`config.mk`:
```
export PLATFORM = sky130hd
export DESIGN_NAME = bitidx_enum
export DESIGN_NICKNAME = d
export VERILOG_FILES = /design/src/rtl/bitidx_enum_pkg.sv /design/src/rtl/bitidx_enum_ffs_enc.sv /design/src/rtl/bitidx_enum.sv
export SDC_FILE = /design/constraint.sdc
export NUM_CORES = 1
export LEC_CHECK = 0
export ABC_CLOCK_PERIOD_IN_PS = 3350
export CAP_MARGIN = 40
export CORE_AREA = 4 4 110 138
export CTS_BUF_LIST = sky130_fd_sc_hd__clkbuf_8
export DETAILED_ROUTE_END_ITERATION = 8
export DIE_AREA = 0 0 114 142
export GPL_ROUTABILITY_DRIVEN = 0
export PLACE_DENSITY = 0.73
export SLEW_MARGIN = 10
export SYNTH_ARGS = -nofsm -noshare
export SYNTH_HDL_FRONTEND = slang
export SYNTH_HIERARCHICAL = 1
export SYNTH_SLANG_ARGS = --single-unit
```
`constraint.sdc`:
```
create_clock -name clk -period 3.35 [get_ports clk]
set_input_delay 0.67 -clock clk [delete_from_list [all_inputs] [get_ports clk]]
set_output_delay 0.67 -clock clk [all_outputs]
set_load 0.02 [all_outputs]
```
`src/rtl/bitidx_enum_pkg.sv`:
```
// -----------------------------------------------------------------------------
// bitidx_enum_pkg
// Shared definitions for the set-bit enumerator (bit-manipulation unit).
//   bitidx_state_t : two-state walk FSM encoding (IDLE, SCAN)
//   idxw_f()       : index width for a given word width
// Optional feature macro used by the top: BITIDX_BYPASS_EN
// -----------------------------------------------------------------------------
package bitidx_enum_pkg;

    typedef enum logic {
        IDLE = 1'b0,
        SCAN = 1'b1
    } bitidx_state_t;

    // Number of bits needed to address one bit of a word of the given width.
    function automatic int idxw_f(input int width);
        return $clog2(width);
    endfunction

endpackage

```
`src/rtl/bitidx_enum_ffs_enc.sv`:
```
// -----------------------------------------------------------------------------
// ffs_enc
// Combinational find-first-set priority encoder.
//   i_num         : word to search
//   i_rev         : 0 -> lowest set bit, 1 -> highest set bit
//   o_idx         : index of the selected bit (0 when i_num is zero)
//   o_one_or_none : i_num has at most one bit set
// Descending mode bit-reverses the word, runs the same lowest-bit search and
// maps the result back, so only one search structure exists.
// -----------------------------------------------------------------------------
module ffs_enc
    import bitidx_enum_pkg::*;
#(
    parameter int WIDTH = 64,
    parameter int IDXW  = idxw_f(WIDTH)
) (
    input  logic [WIDTH-1:0] i_num,
    input  logic             i_rev,
    output logic [IDXW-1:0]  o_idx,
    output logic             o_one_or_none
);

    logic [WIDTH-1:0] w_swz;
    logic [IDXW-1:0]  w_lo;

    // Optional bit reversal so the search below always looks for the lowest bit.
    always_comb begin
        w_swz = '0;
        for (int i = 0; i < WIDTH; i++) begin
            w_swz[i] = i_rev ? i_num[WIDTH-1-i] : i_num[i];
        end
    end

    // Lowest set bit: scan from the top so the last hit wins.
    always_comb begin
        w_lo = '0;
        for (int i = WIDTH - 1; i >= 0; i--) begin
            w_lo = w_swz[i] ? IDXW'(i) : w_lo;
        end
    end

    // Map the reversed position back; a zero word reports index 0 in both modes.
    always_comb begin
        if (i_num == '0) begin
            o_idx = '0;
        end else if (i_rev) begin
            o_idx = IDXW'(WIDTH - 1) - w_lo;
        end else begin
            o_idx = w_lo;
        end
    end

    // Clearing the lowest set bit leaves zero iff at most one bit was set.
    always_comb begin
        o_one_or_none = ((i_num & (i_num - {{(WIDTH-1){1'b0}}, 1'b1})) == '0);
    end

endmodule

```
`src/rtl/bitidx_enum.sv`:
```
// -----------------------------------------------------------------------------
// bitidx_enum
// Sequential set-bit enumerator: accepts one word and emits the index of each
// set bit, one beat per cycle, ascending (Rev=0) or descending (Rev=1).
// Ports:
//   clk, reset          : clock, asynchronous active-high reset
//   InValid/InReady     : input word handshake; A, Rev, W64 sampled on accept
//   A                   : word to enumerate
//   Rev                 : 0 ascending (LSB first), 1 descending (MSB first)
//   W64                 : enumerate only A[31:0]
//   Abort               : drop the current word; wins over every handshake
//   OutValid/OutReady   : index beat handshake
//   Idx, Ordinal        : bit index and beat number within the word
//   Last                : final beat of the word
//   Empty               : word had no set bits (single beat, Idx=0, Last=1)
// Configuration macro: BITIDX_BYPASS_EN -- when defined, a new word may be
// accepted in the cycle of the final beat so words stream without a bubble.
// -----------------------------------------------------------------------------
module bitidx_enum
    import bitidx_enum_pkg::*;
#(
    parameter  int WIDTH = 64,
    localparam int IDXW  = idxw_f(WIDTH)
) (
    input  logic             clk,
    input  logic             reset,
    input  logic             InValid,
    output logic             InReady,
    input  logic [WIDTH-1:0] A,
    input  logic             Rev,
    input  logic             W64,
    input  logic             Abort,
    output logic             OutValid,
    input  logic             OutReady,
    output logic [IDXW-1:0]  Idx,
    output logic [IDXW:0]    Ordinal,
    output logic             Last,
    output logic             Empty
);

    // Low-half mask; collapses to all ones when WIDTH is 32 so W64 is a no-op.
    localparam logic [WIDTH-1:0] LOW32_MASK = WIDTH'(32'hFFFF_FFFF);

    bitidx_state_t    r_state;
    logic [WIDTH-1:0] r_rem;
    logic             r_revq;
    logic [IDXW:0]    r_ord;

    logic [IDXW-1:0]  w_idx;
    logic             w_one;
    logic             w_scan;
    logic             w_in_ready;
    logic             w_accept;
    logic [WIDTH-1:0] w_word;

    ffs_enc #(
        .WIDTH (WIDTH),
        .IDXW  (IDXW)
    ) u_ffs_enc (
        .i_num         (r_rem),
        .i_rev         (r_revq),
        .o_idx         (w_idx),
        .o_one_or_none (w_one)
    );

    assign w_scan = (r_state == SCAN);
    assign w_word = W64 ? (A & LOW32_MASK) : A;

    // Input readiness; the bypass form overlaps the next accept with the final beat.
    always_comb begin
`ifdef BITIDX_BYPASS_EN
        w_in_ready = ~w_scan | (w_one & OutReady & ~Abort);
`else
        w_in_ready = ~w_scan;
`endif
    end

    // Abort blocks acceptance even though IDLE still advertises InReady.
    assign w_accept = InValid & w_in_ready & ~Abort;
    assign InReady  = w_in_ready;

    // Walk FSM with remaining-bits, direction and beat-count registers.
    always_ff @(posedge clk or posedge reset) begin
        if (reset) begin
            r_state <= IDLE;
            r_rem   <= '0;
            r_revq  <= 1'b0;
            r_ord   <= '0;
        end else if (Abort) begin
            r_state <= IDLE;
            r_rem   <= '0;
            r_ord   <= '0;
        end else begin
            case (r_state)
                IDLE: begin
                    if (w_accept) begin
                        r_state <= SCAN;
                        r_rem   <= w_word;
                        r_revq  <= Rev;
                        r_ord   <= '0;
                    end
                end
                SCAN: begin
                    if (OutReady) begin
                        if (w_one) begin
                            // Final beat: either chain straight into the next word or drain.
                            if (w_accept) begin
                                r_state <= SCAN;
                                r_rem   <= w_word;
                                r_revq  <= Rev;
                                r_ord   <= '0;
                            end else begin
                                r_state <= IDLE;
                                r_rem   <= '0;
                                r_ord   <= '0;
                            end
                        end else begin
                            r_rem <= r_rem & ~({{(WIDTH-1){1'b0}}, 1'b1} << w_idx);
                            r_ord <= r_ord + {{IDXW{1'b0}}, 1'b1};
                        end
                    end
                end
                default: begin
                    r_state <= IDLE;
                    r_rem   <= '0;
                    r_ord   <= '0;
                end
            endcase
        end
    end

    // Beat outputs decode the registered walk state; zero while idle.
    always_comb begin
        if (w_scan) begin
            OutValid = 1'b1;
            Idx      = w_idx;
            Last     = w_one;
            Empty    = (r_rem == '0);
        end else begin
            OutValid = 1'b0;
            Idx      = '0;
            Last     = 1'b0;
            Empty    = 1'b0;
        end
    end

    assign Ordinal = r_ord;

endmodule
```
==> results.tsv <==
stage	metric	value	unit
sta	fin_setup_tns	-90.05	ns
clock_tree	cts_root_buf	clkbuf_8	
floorplanning	die_h	142	um
min_path	hp-class	register to register	
floorplanning	start_util	50.6	%
placement	hpwl	23300	um
detailed_routing	drc	27	
min_path	hold_end	Ordinal[4]	
sta	finalClockSkew	0.0178	ns
critical_path	path_class	register to output port	
floorplanning	io_pins	88	
critical_path	worst_setup_path_start_kind	register	
sta	final_max_slew_viol_count	0	
detailed_routing	first_pass_iters	9	
detailed_routing	vias	10500	
critical_path	crit_arrival	4.04	ns
layout	drive_above_1_share	35.4	%
pwr	p_clk_share	16.4	%
min_path	holdCritStartpoint	Ordinal[4]	
yosys	avgSynthCellArea	7.48	um2
global_routing	antenna_found_initial	2	
sta	hold_viol	0	
clock_tree	cts_tree	done	
sta	fin_ws	-1.36	ns
yosys	synthArstFlopShare	100	%
critical_path	cp_num_buf_inv	3	
run	cap_violations	0	
global_routing	first_global_vias	9518	
min_path	min_path_cells	1	
clock_tree	cts.sinks	73	
outcome	violations	design-rule violations, negative setup slack	
yosys	syn_nets	1007	
critical_path	cp_top_family	compound AO/OA/AOI/OAI gates	
yosys	synth-edff-count	0	
critical_path	critPathSlowestCell	a222oi_1	
sta	setup_viol	79	
sta	worst_pin_slew	0.878	ns
pwr	p_int	0.00261	W
pwr	p_sw	0.00217	W
floorplanning	die_w	114	um
sta	hold_ws	0.546	ns
floorplanning	fp.dieArea	16200	um2
critical_path	worst_ep_required_time	2.68	ns
pwr	powerDensity	440	nW/um2
outcome	status	finished with violations	
detailed_routing	drt_iter0_drc	1748	
clock_tree	clk_transition_reported_paths	0.09	ns
pwr	peakVddDrop	0.000416	V
yosys	syn_area	6990	um2
critical_path	crit_chain	a222oi_1 -> nand3_1 -> a2111oi_4 -> buf_4 -> o221ai_2 -> a2111oi_2 -> o221ai_1 -> nor4bb_1 -> nand4_1 -> nor4_4 -> buf_4 -> and2_4 -> buf_6	
yosys	ys_seq_area_share	26.1	%
layout	stdcell_count	1407	
sta	max_freq	0.212	GHz
sta	rsz0062_at_grt	yes	
pwr	total_power	0.00478	W
critical_path	r2r_end	r_rem[62]	
critical_path	cp_common_cell	buf_4	
floorplanning	core	13800	um2
critical_path	reg2reg_from	r_rem[0]	
placement	io_buffers	87	
sta	slew_headroom	41.5	%
global_routing	grt_overflow	0	
sta	fin_crit_sh	141	%
pwr	seqPwrFrac	21.4	%
clock_tree	cts_max_path_buffers	2	
layout	fin_nets	1297	
global_routing	grt_pass1_wl	52600	um
detailed_routing	ant_nets	0	
clock_tree	cts_buffers	9	
yosys	synthCells	935	
detailed_routing	drt-total-wl	37900	um
clock_tree	ctsHoldBuffers	0	
global_routing	grt_max_degree	88	
floorplanning	num_rows	48	
global_routing	grt_use_total	42.2	%
pwr	leakagePower	4.48	nW
critical_path	r2r_cells	19	
critical_path	crit_path_end_kind	output port	
yosys	synth-warning-count	6	
pwr	pwr-share-comb	62.2	%
sta	layout_min_cycle_time	4.71	ns
detailed_routing	vias_per_cell	7.43	
placement	dp_cells	1353	
detailed_routing	wl_per_cell	27.0	um
pwr	swShare	45.4	%
yosys	ys_ff_latch	73	
critical_path	max_stage_delay	0.52	ns
critical_path	reg2reg_slack	-1.30	ns
critical_path	path_max_fanout	2	
yosys	synthFlopType	dfrtp_1	
yosys	synth_cell_types	80	
clock_tree	clock_latency	0.38	ns
layout	area_growth	55.6	%
clock_tree	cts-htree-levels	3	
[logic make-up after synthesis]
logic type | Yosys count | share of synthesized area [%]
buffers and inverters | 99 | 6.23
and+or+nand+nor | 399 | 31.3
DFF | 73 | 26.1
xor gates and xnor gates | 4 | 0.501
muxes | 14 | 2.06
adders and majority gates | 9 | 1.32
AOI/OAI and AO/OA | 337 | 32.5
[worst reg2reg max path: stages, from the launching register on]
cell	delay, ns
dfrtp_1	0.41
a222oi_1	0.52
nand3_1	0.33
a2111oi_4	0.33
buf_4	0.18
o221ai_2	0.08
a2111oi_2	0.34
o221ai_1	0.17
nor4bb_1	0.30
nand4_1	0.27
nor4_4	0.30
buf_4	0.18
buf_4	0.10
buf_6	0.09
nand3b_1	0.16
a21o_4	0.23
buf_6	0.14
buf_12	0.13
o31ai_2	0.08
o2bb2ai_2	0.16
[stage by stage]
stage / instance area, um2 / setup WS (ns) / util (%)
finish: 10900 / -1.36 / 78.8
global route: 10900 / -1.29 / 78.7
CTS: 10600 / -1.08 / 76.9
detailed placement: 9650 / -1.23 / 69.9
global placement: 9640 / -1.27 / 69.8
floorplan: 7200 / -0.133 / -
[power by group through the flow]
| stage | combinational, W | sequential [W] | clock (W) |
|---|---|---|---|
| floorplan | 0.00124 | 0.00107 | 0 |
| global placement | 0.00235 | 0.00102 | 0 |
| detailed placement | 0.00239 | 0.00102 | 0 |
| CTS | 0.00264 | 0.00100 | 0.000750 |
| global route | 0.00305 | 0.00102 | 0.000818 |
| finish | 0.00297 | 0.00102 | 0.000785 |
[cells in the mapped netlist (12+ instances only)]
master / n / area share [%]
buf_2: 33 / 2.4
a22oi_1: 36 / 3.9
nand3_1: 32 / 2.3
nor3_1: 52 / 3.7
a211oi_1: 18 / 1.9
inv_1: 26 / 1.4
o21ai_0: 65 / 4.7
clkbuf_1: 31 / 1.7
or3_1: 12 / 1.1
nand4_1: 13 / 1.2
a21oi_1: 74 / 5.3
o31ai_1: 22 / 2.4
a21o_1: 17 / 1.8
o221ai_1: 29 / 3.6
nor4_1: 33 / 3.0
nand2b_1: 21 / 1.9
nand2_1: 75 / 4.0
dfrtp_1: 73 / 26
nor2_1: 87 / 4.7
[area by class of cell]
class	count	area, um2
Multi-Input combinational cell	763	5370
Timing Repair Buffer	351	3140
Fill cell	891	2940
Sequential cell	73	1830
Tap cell	175	219
Clock buffer	11	151
Inverter	27	101
Clock inverter	5	60.1
Antenna cell	2	5.00
[routing by layer]
layer  wire length [um]  global-route usage [%]  part of all wire [%]  up-vias
met5                  0                       0                     0        -
met4               3730                    28.0                   9.8        0
met3               5300                    12.2                    14      381
met2              16700                    67.1                    44     1102
met1              12200                    49.1                    32     4775
li1                   -                       -                     -     4192
[cell usage in the layout (no fill, tap or decap), drive strengths merged, types with 32 or more instances in the layout]
master / instances
a21oi: 75
a22oi: 36
buf: 270
clkdlybuf4s50: 79
dfrtp: 73
nand2: 75
nand3: 32
nor2: 88
nor3: 53
nor4: 41
o21ai: 67
[state kept, by name, indices dropped and copies added, names as in the netlist]
register,count
r_revq,1
Ordinal,7
r_state,1
r_rem,64
[repair_timing]
item / CTS / global route
resized for setup: 138 / 54
pin swaps: 22 / 22
gates cloned: 6 / 0
setup buffers: 27 / 9
setup endpoints to repair: 80 / 80
endpoints found under the hold margin: 0 / 0
[worst max path at each step]
| stage | start | endpoint | slack [ns] | cells past startpoint |
|---|---|---|---|---|
| floorplan | r_rem[3] | Last | -0.13 | 9 |
| global placement | r_rem[62] | Last | -1.27 | 13 |
| detailed placement | r_rem[62] | Last | -1.23 | 13 |
| CTS | r_rem[1] | Last | -1.08 | 14 |
| global route | r_rem[0] | Last | -1.29 | 13 |
| finish | r_rem[0] | Last | -1.36 | 13 |
Power figures use the tool's default switching activity.
